[src/rtl/cla_adder_arbiter.sv]
// cla_adder_arbiter: round-robin arbiter that shares one carry-lookahead
// adder among NUM_REQ requesters. The winner's sum goes into a one-entry
// response slot that is tagged with the requester ID. The block also
// counts completed response handshakes.

// carry_lookahead_adder: generate/propagate adder. Every carry is expanded
// in flat sum-of-products form, so no carry ripples through a chain.
module carry_lookahead_adder #(
    parameter int WIDTH = 3
) (
    input  logic [WIDTH-1:0] i_a,
    input  logic [WIDTH-1:0] i_b,
    output logic [WIDTH:0]   o_sum
);

    logic [WIDTH-1:0] gen;
    logic [WIDTH-1:0] prop;
    logic [WIDTH:0]   carry;

    assign gen  = i_a & i_b;
    assign prop = i_a ^ i_b;

    // Each carry c[i+1] = g[i] | p[i]g[i-1] | p[i]p[i-1]g[i-2] | ... (carry-in is 0)
    always_comb begin
        logic carry_acc;
        logic term;
        carry     = '0;
        carry_acc = 1'b0;
        term      = 1'b0;
        for (int i = 0; i < WIDTH; i++) begin
            carry_acc = gen[i];
            for (int j = 0; j < i; j++) begin
                term = gen[j];
                for (int k = j + 1; k <= i; k++) begin
                    term = term & prop[k];
                end
                carry_acc = carry_acc | term;
            end
            carry[i+1] = carry_acc;
        end
    end

    assign o_sum = {carry[WIDTH], prop ^ carry[WIDTH-1:0]};

endmodule

module cla_adder_arbiter #(
    parameter int WIDTH   = 3,
    parameter int NUM_REQ = 4
) (
    input  logic                     i_clk,
    input  logic                     i_rst,
    input  logic [NUM_REQ-1:0]       i_req_valid,
    output logic [NUM_REQ-1:0]       o_req_ready,
    input  logic [NUM_REQ*WIDTH-1:0] i_req_add1,
    input  logic [NUM_REQ*WIDTH-1:0] i_req_add2,
    output logic                     o_rsp_valid,
    input  logic                     i_rsp_ready,
    output logic [WIDTH:0]           o_rsp_result,
    output logic [$clog2(NUM_REQ)-1:0] o_rsp_id,
    output logic [15:0]              o_done_cnt
);

    localparam int ID_W = $clog2(NUM_REQ);
    localparam logic [ID_W:0]   NUM_REQ_EXT = (ID_W+1)'(NUM_REQ);
    localparam logic [ID_W-1:0] LAST_IDX    = ID_W'(NUM_REQ - 1);

    typedef enum logic {
        SLOT_EMPTY = 1'b0,
        SLOT_FULL  = 1'b1
    } slot_state_t;

    slot_state_t       state;
    slot_state_t       state_next;
    logic [ID_W-1:0]   r_ptr;
    logic [ID_W-1:0]   winner_idx;
    logic              winner_found;
    logic              slot_free;
    logic              accept;
    logic              drain;
    logic [ID_W-1:0]   next_ptr;
    logic [WIDTH-1:0]  sel_add1;
    logic [WIDTH-1:0]  sel_add2;
    logic [WIDTH:0]    adder_sum;

    // Scan from r_ptr upward (modulo NUM_REQ). The loop runs from the farthest
    // offset to the nearest, so the nearest valid requester is written last and wins.
    always_comb begin
        logic [ID_W:0] cand_ext;
        winner_found = 1'b0;
        winner_idx   = '0;
        cand_ext     = '0;
        for (int off = NUM_REQ - 1; off >= 0; off--) begin
            cand_ext = {1'b0, r_ptr} + (ID_W+1)'(off);
            if (cand_ext >= NUM_REQ_EXT) begin
                cand_ext = cand_ext - NUM_REQ_EXT;
            end
            if (i_req_valid[ID_W'(cand_ext)]) begin
                winner_found = 1'b1;
                winner_idx   = ID_W'(cand_ext);
            end
        end
    end

    assign slot_free = !o_rsp_valid || i_rsp_ready;
    assign accept    = slot_free && winner_found && !i_rst;
    assign drain     = o_rsp_valid && i_rsp_ready;
    assign next_ptr  = (winner_idx == LAST_IDX) ? '0 : winner_idx + ID_W'(1);

    // The grant is one-hot on the winner. It is suppressed while the slot is busy or reset is high.
    always_comb begin
        o_req_ready = '0;
        if (accept) begin
            o_req_ready[winner_idx] = 1'b1;
        end
    end

    assign sel_add1 = i_req_add1[winner_idx*WIDTH +: WIDTH];
    assign sel_add2 = i_req_add2[winner_idx*WIDTH +: WIDTH];

    carry_lookahead_adder #(
        .WIDTH (WIDTH)
    ) u_adder (
        .i_a   (sel_add1),
        .i_b   (sel_add2),
        .o_sum (adder_sum)
    );

    // Response slot state register
    always_ff @(posedge i_clk) begin
        if (i_rst) begin
            state <= SLOT_EMPTY;
        end else begin
            state <= state_next;
        end
    end

    // An accept always fills the slot. A drain with no accept empties it.
    always_comb begin
        state_next = state;
        case (state)
            SLOT_EMPTY: if (accept) state_next = SLOT_FULL;
            SLOT_FULL:  if (drain && !accept) state_next = SLOT_EMPTY;
            default:    state_next = SLOT_EMPTY;
        endcase
    end

    assign o_rsp_valid = (state == SLOT_FULL);

    // Capture the sum and ID on accept, and advance the pointer past the winner
    always_ff @(posedge i_clk) begin
        if (i_rst) begin
            o_rsp_result <= '0;
            o_rsp_id     <= '0;
            r_ptr        <= '0;
        end else if (accept) begin
            o_rsp_result <= adder_sum;
            o_rsp_id     <= winner_idx;
            r_ptr        <= next_ptr;
        end
    end

    // Count completed response handshakes, saturating at all-ones
    always_ff @(posedge i_clk) begin
        if (i_rst) begin
            o_done_cnt <= '0;
        end else if (drain && (o_done_cnt != 16'hFFFF)) begin
            o_done_cnt <= o_done_cnt + 16'd1;
        end
    end

endmodule

[config.mk]
export PLATFORM = sky130hd
export DESIGN_NAME = cla_adder_arbiter
export DESIGN_NICKNAME = d
export VERILOG_FILES = /design/src/rtl/cla_adder_arbiter.sv
export SDC_FILE = /design/constraint.sdc
export NUM_CORES = 1
export LEC_CHECK = 0
export ABC_AREA = 1
export ABC_CLOCK_PERIOD_IN_PS = 2870
export BUFFER_PORTS_ARGS = -buffer_cell sky130_fd_sc_hd__buf_2
export CORE_MARGIN = 2
export CORE_UTILIZATION = 40
export CTS_BUF_LIST = sky130_fd_sc_hd__clkbuf_8
export CTS_CLUSTER_DIAMETER = 30
export DETAILED_ROUTE_END_ITERATION = 12
export HOLD_SLACK_MARGIN = 0.05
export PLACE_DENSITY_LB_ADDON = 0.08
export SKIP_CTS_REPAIR_TIMING = 1
export SLEW_MARGIN = 20
export SYNTH_ARGS = -nofsm -noshare
export SYNTH_HDL_FRONTEND = slang
export SYNTH_HIERARCHICAL = 1
export SYNTH_SLANG_ARGS = --single-unit
[constraint.sdc]
create_clock -name i_clk -period 2.87 [get_ports i_clk]
set_clock_uncertainty 0.1 [all_clocks]
set_input_delay 0.574 -clock i_clk [delete_from_list [all_inputs] [get_ports i_clk]]
set_output_delay 0.574 -clock i_clk [all_outputs]
set_load 0.01 [all_outputs]
-- Word-level counts from Yosys, hierarchy flattened
Index checks and enable logic that the tools add are counted.
- register bits after elaboration: 25
- input bits: 31
- output and inout port bits: 27
- word-level logic and storage cells: 76
- $add $sub $neg: 9
- $mul: 1
- $lt $le $gt $ge: 10
- eq/ne operators: 2
- shift-type cells: 2
- multiplexer cells: 27
- bitwise operators: 10
- reductions and logical operators: 10
- operator list (kind ; number):
    12-bit by 5-bit variable part select with 3-bit output ; 2
    2-bit 2-to-1 mux ; 9
    16-bit by 1-bit adder with 16-bit output, second input constant ; 1
    16-bit != test, second input constant ; 1
    2-bit by 3-bit less-than comparator with 1-bit output, second input constant ; 5
    1-bit 2-to-1 mux ; 11
    3-bit >= comparator, second input constant ; 3
    1-bit binary-select mux with 2-bit select ; 4
    2-bit by 1-bit subtractor with 2-bit output, second input constant ; 4
    2-bit by 2-bit adder with 3-bit output, second input constant ; 2
    1-bit logical AND ; 6
    3-bit bitwise XOR ; 2
    2-bit by 2-bit multiplier with 4-bit output, second input constant ; 1
    4-bit 2-to-1 mux ; 1
    2-bit by 1-bit adder with 3-bit output, second input constant ; 1
    1-bit bitwise AND ; 3
    3-bit bitwise AND ; 1
    2-bit by 3-bit >= comparator with 1-bit output, second input constant ; 1
    1-bit logical NOT ; 3
    1-bit bitwise OR ; 3
    2-bit by 1-bit adder with 2-bit output, second input constant ; 1
    1-bit demux with 2-bit select ; 1
    2-bit == test, second input constant ; 1
    2-bit by 1-bit >= comparator with 1-bit output, second input constant ; 1
    other kinds (3) ; 3

-- Logic depth before layout (Yosys ltp)
- depth after elaboration: 16
- depth in mapped cells: 21
- gate-level depth less buffers: 19

-- Modules after synthesis
The synthesis kept the hierarchy.
- by module, submodules not included (module ; instances ; cells each ; area an instance (sq um) ; seq. area each (sq um)):
    cla_adder_arbiter ; 1 ; 293 ; 1833.0 ; 500.5
    carry_lookahead_adder ; 1 ; 18 ; 120.1 ; 0.0

-- Worst setup path after synthesis
OpenSTA, ideal clock, no wires.
- path kind: in2reg
- start point: input port i_req_valid[1]
- end point: register o_rsp_result[1]
- setup time: 0.114 ns
- data arrival time: 2.252 ns
- required time: 2.656 ns
- path slack: 0.405 ns
- cell stages on the path: 17
- buffers on the path: 1
- cell sequence: inv_1 -> nand2_1 -> nand3_1 -> nand2_1 -> nand3_2 -> nand2_1 -> nand2_2 -> buf_2 -> nand3b_1 -> nand3_1 -> nand2_1 -> ha_1 -> inv_1 -> fa_1 -> inv_1 -> nand2_1 -> nand2_1
- longest elaborated chain between the ends: 10
- elaborated cells on any way between the ends: 24
- those cells by class: 1 x mul; 2 x shift; 16 x mux; 3 x bitwise; 2 x reduce/logical
- ends and longest elaborated chain (item ; line ; RTL):
    start: declaration ; 53 ; input logic [NUM_REQ-1:0] i_req_valid,
    1-bit binary-select mux with 2-bit select ; 98 ; if (i_req_valid[ID_W'(cand_ext)]) begin
    1-bit 2-to-1 mux (implied by the code) ; 98 ;
    2-bit 2-to-1 mux (3 in series) ; 98 ;
    2-bit 2-to-1 mux * ; 98 ;
    2-bit by 2-bit multiplier with 4-bit output * ; 118 ; assign sel_add1 = i_req_add1[winner_idx*WIDTH +: WIDTH];
    12-bit by 5-bit variable part select with 3-bit output * ; 118 ;
    via sel_add1[0] ; 82 ; logic [WIDTH-1:0] sel_add1;
    3-bit bitwise AND * ; 20 ; assign gen = i_a & i_b;
    3-bit bitwise XOR * ; 43 ; assign o_sum = {carry[WIDTH], prop ^ carry[WIDTH-1:0]};
    via adder_sum[1] ; 84 ; logic [WIDTH:0] adder_sum;
    end signal: assignment ; 157 ; o_rsp_result <= adder_sum;
    end: declaration ; 59 ; output logic [WIDTH:0] o_rsp_result,
Mark *: on every way through the listed nets, which the timed path passes. The rest lies on a longest branch. The select of a mux whose other input is x is not followed.
A chain may end at the register's enable or synchronous reset.

-- Final worst setup path
- start point: register r_ptr[0]
- end point: output port o_req_ready[1]
- longest elaborated chain between the ends: 14
- elaborated cells on any way between the ends: 39
- those cells by class: 7 x add/sub; 6 x order compare; 23 x mux; 3 x reduce/logical
- ends and longest elaborated chain (item ; line ; RTL):
    start: declaration ; 75 ; logic [ID_W-1:0] r_ptr;
    start signal: assignment ; 159 ; r_ptr <= next_ptr;
    2-bit by 2-bit adder with 3-bit output ; 94 ; cand_ext = {1'b0, r_ptr} + (ID_W+1)'(off);
    3-bit >= comparator or 2-bit by 1-bit subtractor with 2-bit output (tied branches) ; 95, 96 ;
    2-bit 2-to-1 mux ; 95 ; if (cand_ext >= NUM_REQ_EXT) begin
    1-bit binary-select mux with 2-bit select ; 98 ;
    1-bit 2-to-1 mux (implied by the code) ; 98 ;
    2-bit 2-to-1 mux (4 in series) ; 98 ;
    2-bit by 3-bit less-than comparator with 1-bit output (implied by the code) or 2-bit by 1-bit >= comparator with 1-bit output (tied branches) ; 114 ; o_req_ready[winner_idx] = 1'b1;
    1-bit logical AND (implied by the code) ; 114 ;
    1-bit 2-to-1 mux (implied by the code) ; 114 ;
    1-bit demux with 2-bit select ; 114 ;
    4-bit 2-to-1 mux * ; 113 ; if (accept) begin
    end: declaration ; 54 ; output logic [NUM_REQ-1:0] o_req_ready,
Mark *: on every way between the ends. The rest lies on a longest branch, timed or not. The select of a mux whose other input is x is not followed.

==> results.toml <==
[outcome]
run_status = "complete, no violations"

[critical_path]
rrSetupSlack_ps = 270
r2r-start = "r_ptr[0]$_SDFFE_PP0P_"
worst-setup-path-type = "reg -> out"
worst_ep_arrival_time_ps = 2020
timing.reg2reg.worst_path_depth = 17
cp-start-kind = "flip-flop"
timing.critical_path.required_ps = 2200
crit_path_end_kind = "output pin"
critical_path_peak_fanout = 8
r2r-end = "o_rsp_result[1]$_SDFFE_PP0P_"

[timing]
slew_headroom = 0.6958
period_minus_slack_ps = 2691
finalHoldViolations = 0
rsz0062_at_grt = "yes"
finalSetupViolations = 0
fin_crit_sh = 0.9375
timing_worst_slew_pin_value_ps = 455.8
clock.fmax_mhz = 371.7
final-max-slew-violation-count = 0
worst_slack_ps = 179.4
holdWs_ps = 370.2

[drt]
routed_wl_um = 4607
routed_via_density = 4.653
maxUsedRoutingLayer = "met4"
drt-pass1-iter-count = 4
detailroute.wirelength.met2_um = 2259
ant_nets = 0
via_count = 2024
wl_met1_um = 2159
drc = 0
drt-initial-drc-count = 106
wire_per_inst_um = 10.59
met3WireLength_um = 154

[cts]
cts-buffers-inserted = 3
clk_path_buf_depth = 2
cts-root-buf = "sky130_fd_sc_hd__clkbuf_8"
cts_num_sinks = 25
tritoncts = "built"
cts-htree-levels = 1
clk_latency_ps = 260
clk_pin_slew_worst_paths_ps = 90

[yosys]
synth_sequential_area_ratio = 0.2562
yosys.cell_count.top_type = "sky130_fd_sc_hd__nand2_1"
ys_types = 30
mapped_nets = 352
synthFlopType = "sky130_fd_sc_hd__dfxtp_1"
syn_area_per_cell_um2 = 6.280
synth_top_cells_by_area = "sky130_fd_sc_hd__dfxtp_1 26%, sky130_fd_sc_hd__nand2_1 18%, sky130_fd_sc_hd__inv_1 8.5%"
netlist.area_leader.share = 0.2562
synth_enable_flop_cells = 0
synth-warning-count = 6
synth_area_um2 = 1953
synth.top_cells.by_count = "93 x sky130_fd_sc_hd__nand2_1, 44 x sky130_fd_sc_hd__inv_1, 33 x sky130_fd_sc_hd__nand3_1"
async_flop_share = 0
post_synthesis_cells = 311
synth.ff_latch_count = 25
synth_top_area_cell = "sky130_fd_sc_hd__dfxtp_1"

[floorplan]
core-area_um2 = 4723
height_of_the_chip_um = 73.88
effective_utilization_at_floorplan = 0.4135
placement_rows = 25
chipWidth_um = 73.88
die-area_um2 = 5458
top_level_ports = 58

[power_and_ir_drop]
p_leak_nw = 1.211
irDropWorstVdd_uv = 462.5
power-per-cell-area_nw_per_um2 = 786.6
pwr_total_mw = 1.875

[cells_and_area]
nFillCells = 518
multi_input_area_um2 = 1240
total_area_of_sequential_cells_um2 = 505.5
count_of_antenna_diodes_in_the_layout = 0
finalInstanceArea_um2 = 2384
drive_gt1_frac = 0.2473
final_core_utilization = 0.5046
layout.nets = 410
area_growth_syn_to_fin_pct = 22.04

[grt]
grt_antenna_before_repair = 0
track_usage = 0.1768
vias_in_the_first_global_route = 1819
grt_remaining_overflow = 0
grt_first_pass_wirelength_um = 7783
grt_start_max_net_pins = 18

[run]
total_of_max_cap_violations = 0

[placed_design]
numPortBuffers = 57
routabilityCongestion = 0.8362
place_hpwl_um = 3598
pre_cts_slack_ps = 67.45
dpl_cell_area_um2 = 2263

[worst_hold_path]
whs_path_depth = 2
whs_endpoint = "o_rsp_result[3]$_SDFFE_PP0P_"
worst_hold_path_type = "reg -> reg"
holdCritStartpoint = "o_rsp_result[3]$_SDFFE_PP0P_"
[through the flow]
| stage | TNS [ps] | instances |
|---|---|---|
| finish | 0 | 435 |
| global placement | 0 | 427 |
| detailed placement | 0 | 427 |
| global route | -35.86 | 435 |
| floorplan | 0 | 311 |
| CTS | -186.9 | 431 |
[logic make-up (layout without fill, tap and decap cells)]
kind of cell             count (synthesis)  after routing  share of synthesized area
AND/OR/NAND/NOR                        180            180                     0.4286
buffers and inverters                   58            115                     0.1294
AO/OA/AOI/OAI                           30             30                    0.08200
flip-flops                              25             25                     0.2562
adder cells (fa/ha/maj)                 10             10                    0.06791
XOR/XNOR                                 8              8                    0.03588
[per-layer routing]
metal,up-vias,track usage
met1,886,0.2282
li1,1093,-
met5,-,0
met4,0,0.04848
met2,43,0.3115
met3,2,0.01646
[worst max-delay path by stage]
| stage | from | to | slack [ps] | cells past startpoint |
|---|---|---|---|---|
| 2_1_floorplan | i_req_valid[1] | o_rsp_result[1]$_SDFFE_PP0P_ | 400 | 17 |
| 3_3_place_gp | i_req_valid[1] | o_rsp_result[2]$_SDFFE_PP0P_ | 80 | 17 |
| 3_5_place_dp | i_req_valid[1] | o_rsp_result[1]$_SDFFE_PP0P_ | 70 | 17 |
| 4_1_cts | r_ptr[0]$_SDFFE_PP0P_ | o_req_ready[3] | -70 | 11 |
| 5_1_grt | r_ptr[0]$_SDFFE_PP0P_ | o_req_ready[1] | -30 | 13 |
| 6_report | r_ptr[0]$_SDFFE_PP0P_ | o_req_ready[1] | 180 | 12 |
[critical path, cell delays in order, from the launching register on]
cell	delay [ps]
sky130_fd_sc_hd__dfxtp_4	410
sky130_fd_sc_hd__inv_4	70
sky130_fd_sc_hd__nand2_1	60
sky130_fd_sc_hd__nand2_1	80
sky130_fd_sc_hd__nand2_2	120
sky130_fd_sc_hd__nand3_2	110
sky130_fd_sc_hd__o21ai_2	220
sky130_fd_sc_hd__nand2_2	100
sky130_fd_sc_hd__nand2_4	120
sky130_fd_sc_hd__ha_1	150
sky130_fd_sc_hd__inv_1	40
sky130_fd_sc_hd__nor2_1	110
sky130_fd_sc_hd__buf_2	150
[layout make-up]
cell class              instances  share of cell area
well taps                      67             0.03517
flip-flops and latches         25              0.2121
multi-input cells             228              0.5202
inverters                      49             0.07822
clock buffers                   3             0.01732
repair buffers                 62              0.1354
clock inverters                 1            0.001575
[state kept, by name, indices dropped and copies added (netlist names)]
| name | cells |
|---|---|
| o_done_cnt | 16 |
| o_rsp_id | 2 |
| o_rsp_result | 4 |
| o_rsp_valid | 1 |
| r_ptr | 2 |
[power by group]
part | internal [mW] | leakage (nW) | total (mW) | switching, mW
clock network | 0.0956 | 0.0269 | 0.205 | 0.109
registers | 0.402 | 0.205 | 0.445 | 0.0425
logic | 0.483 | 0.979 | 1.23 | 0.742
total | 0.981 | 1.21 | 1.87 | 0.894
[placed cells by master (no fill, tap or decap), types with 2 or more instances in the layout]
cell and n:
sky130_fd_sc_hd__inv_1 45, sky130_fd_sc_hd__buf_2 57, sky130_fd_sc_hd__dfxtp_1 23, sky130_fd_sc_hd__clkbuf_8 3
sky130_fd_sc_hd__nor2_1 18, sky130_fd_sc_hd__nand3_1 32, sky130_fd_sc_hd__nand2_2 7, sky130_fd_sc_hd__o21ai_0 9
sky130_fd_sc_hd__xnor2_1 2, sky130_fd_sc_hd__buf_4 5, sky130_fd_sc_hd__nand3_2 5, sky130_fd_sc_hd__nand2_1 92
sky130_fd_sc_hd__ha_1 9, sky130_fd_sc_hd__inv_2 4, sky130_fd_sc_hd__a21oi_1 18, sky130_fd_sc_hd__nand3b_1 12
sky130_fd_sc_hd__nor3_1 7, sky130_fd_sc_hd__xor2_1 6
(Power assumes the default switching activity.)
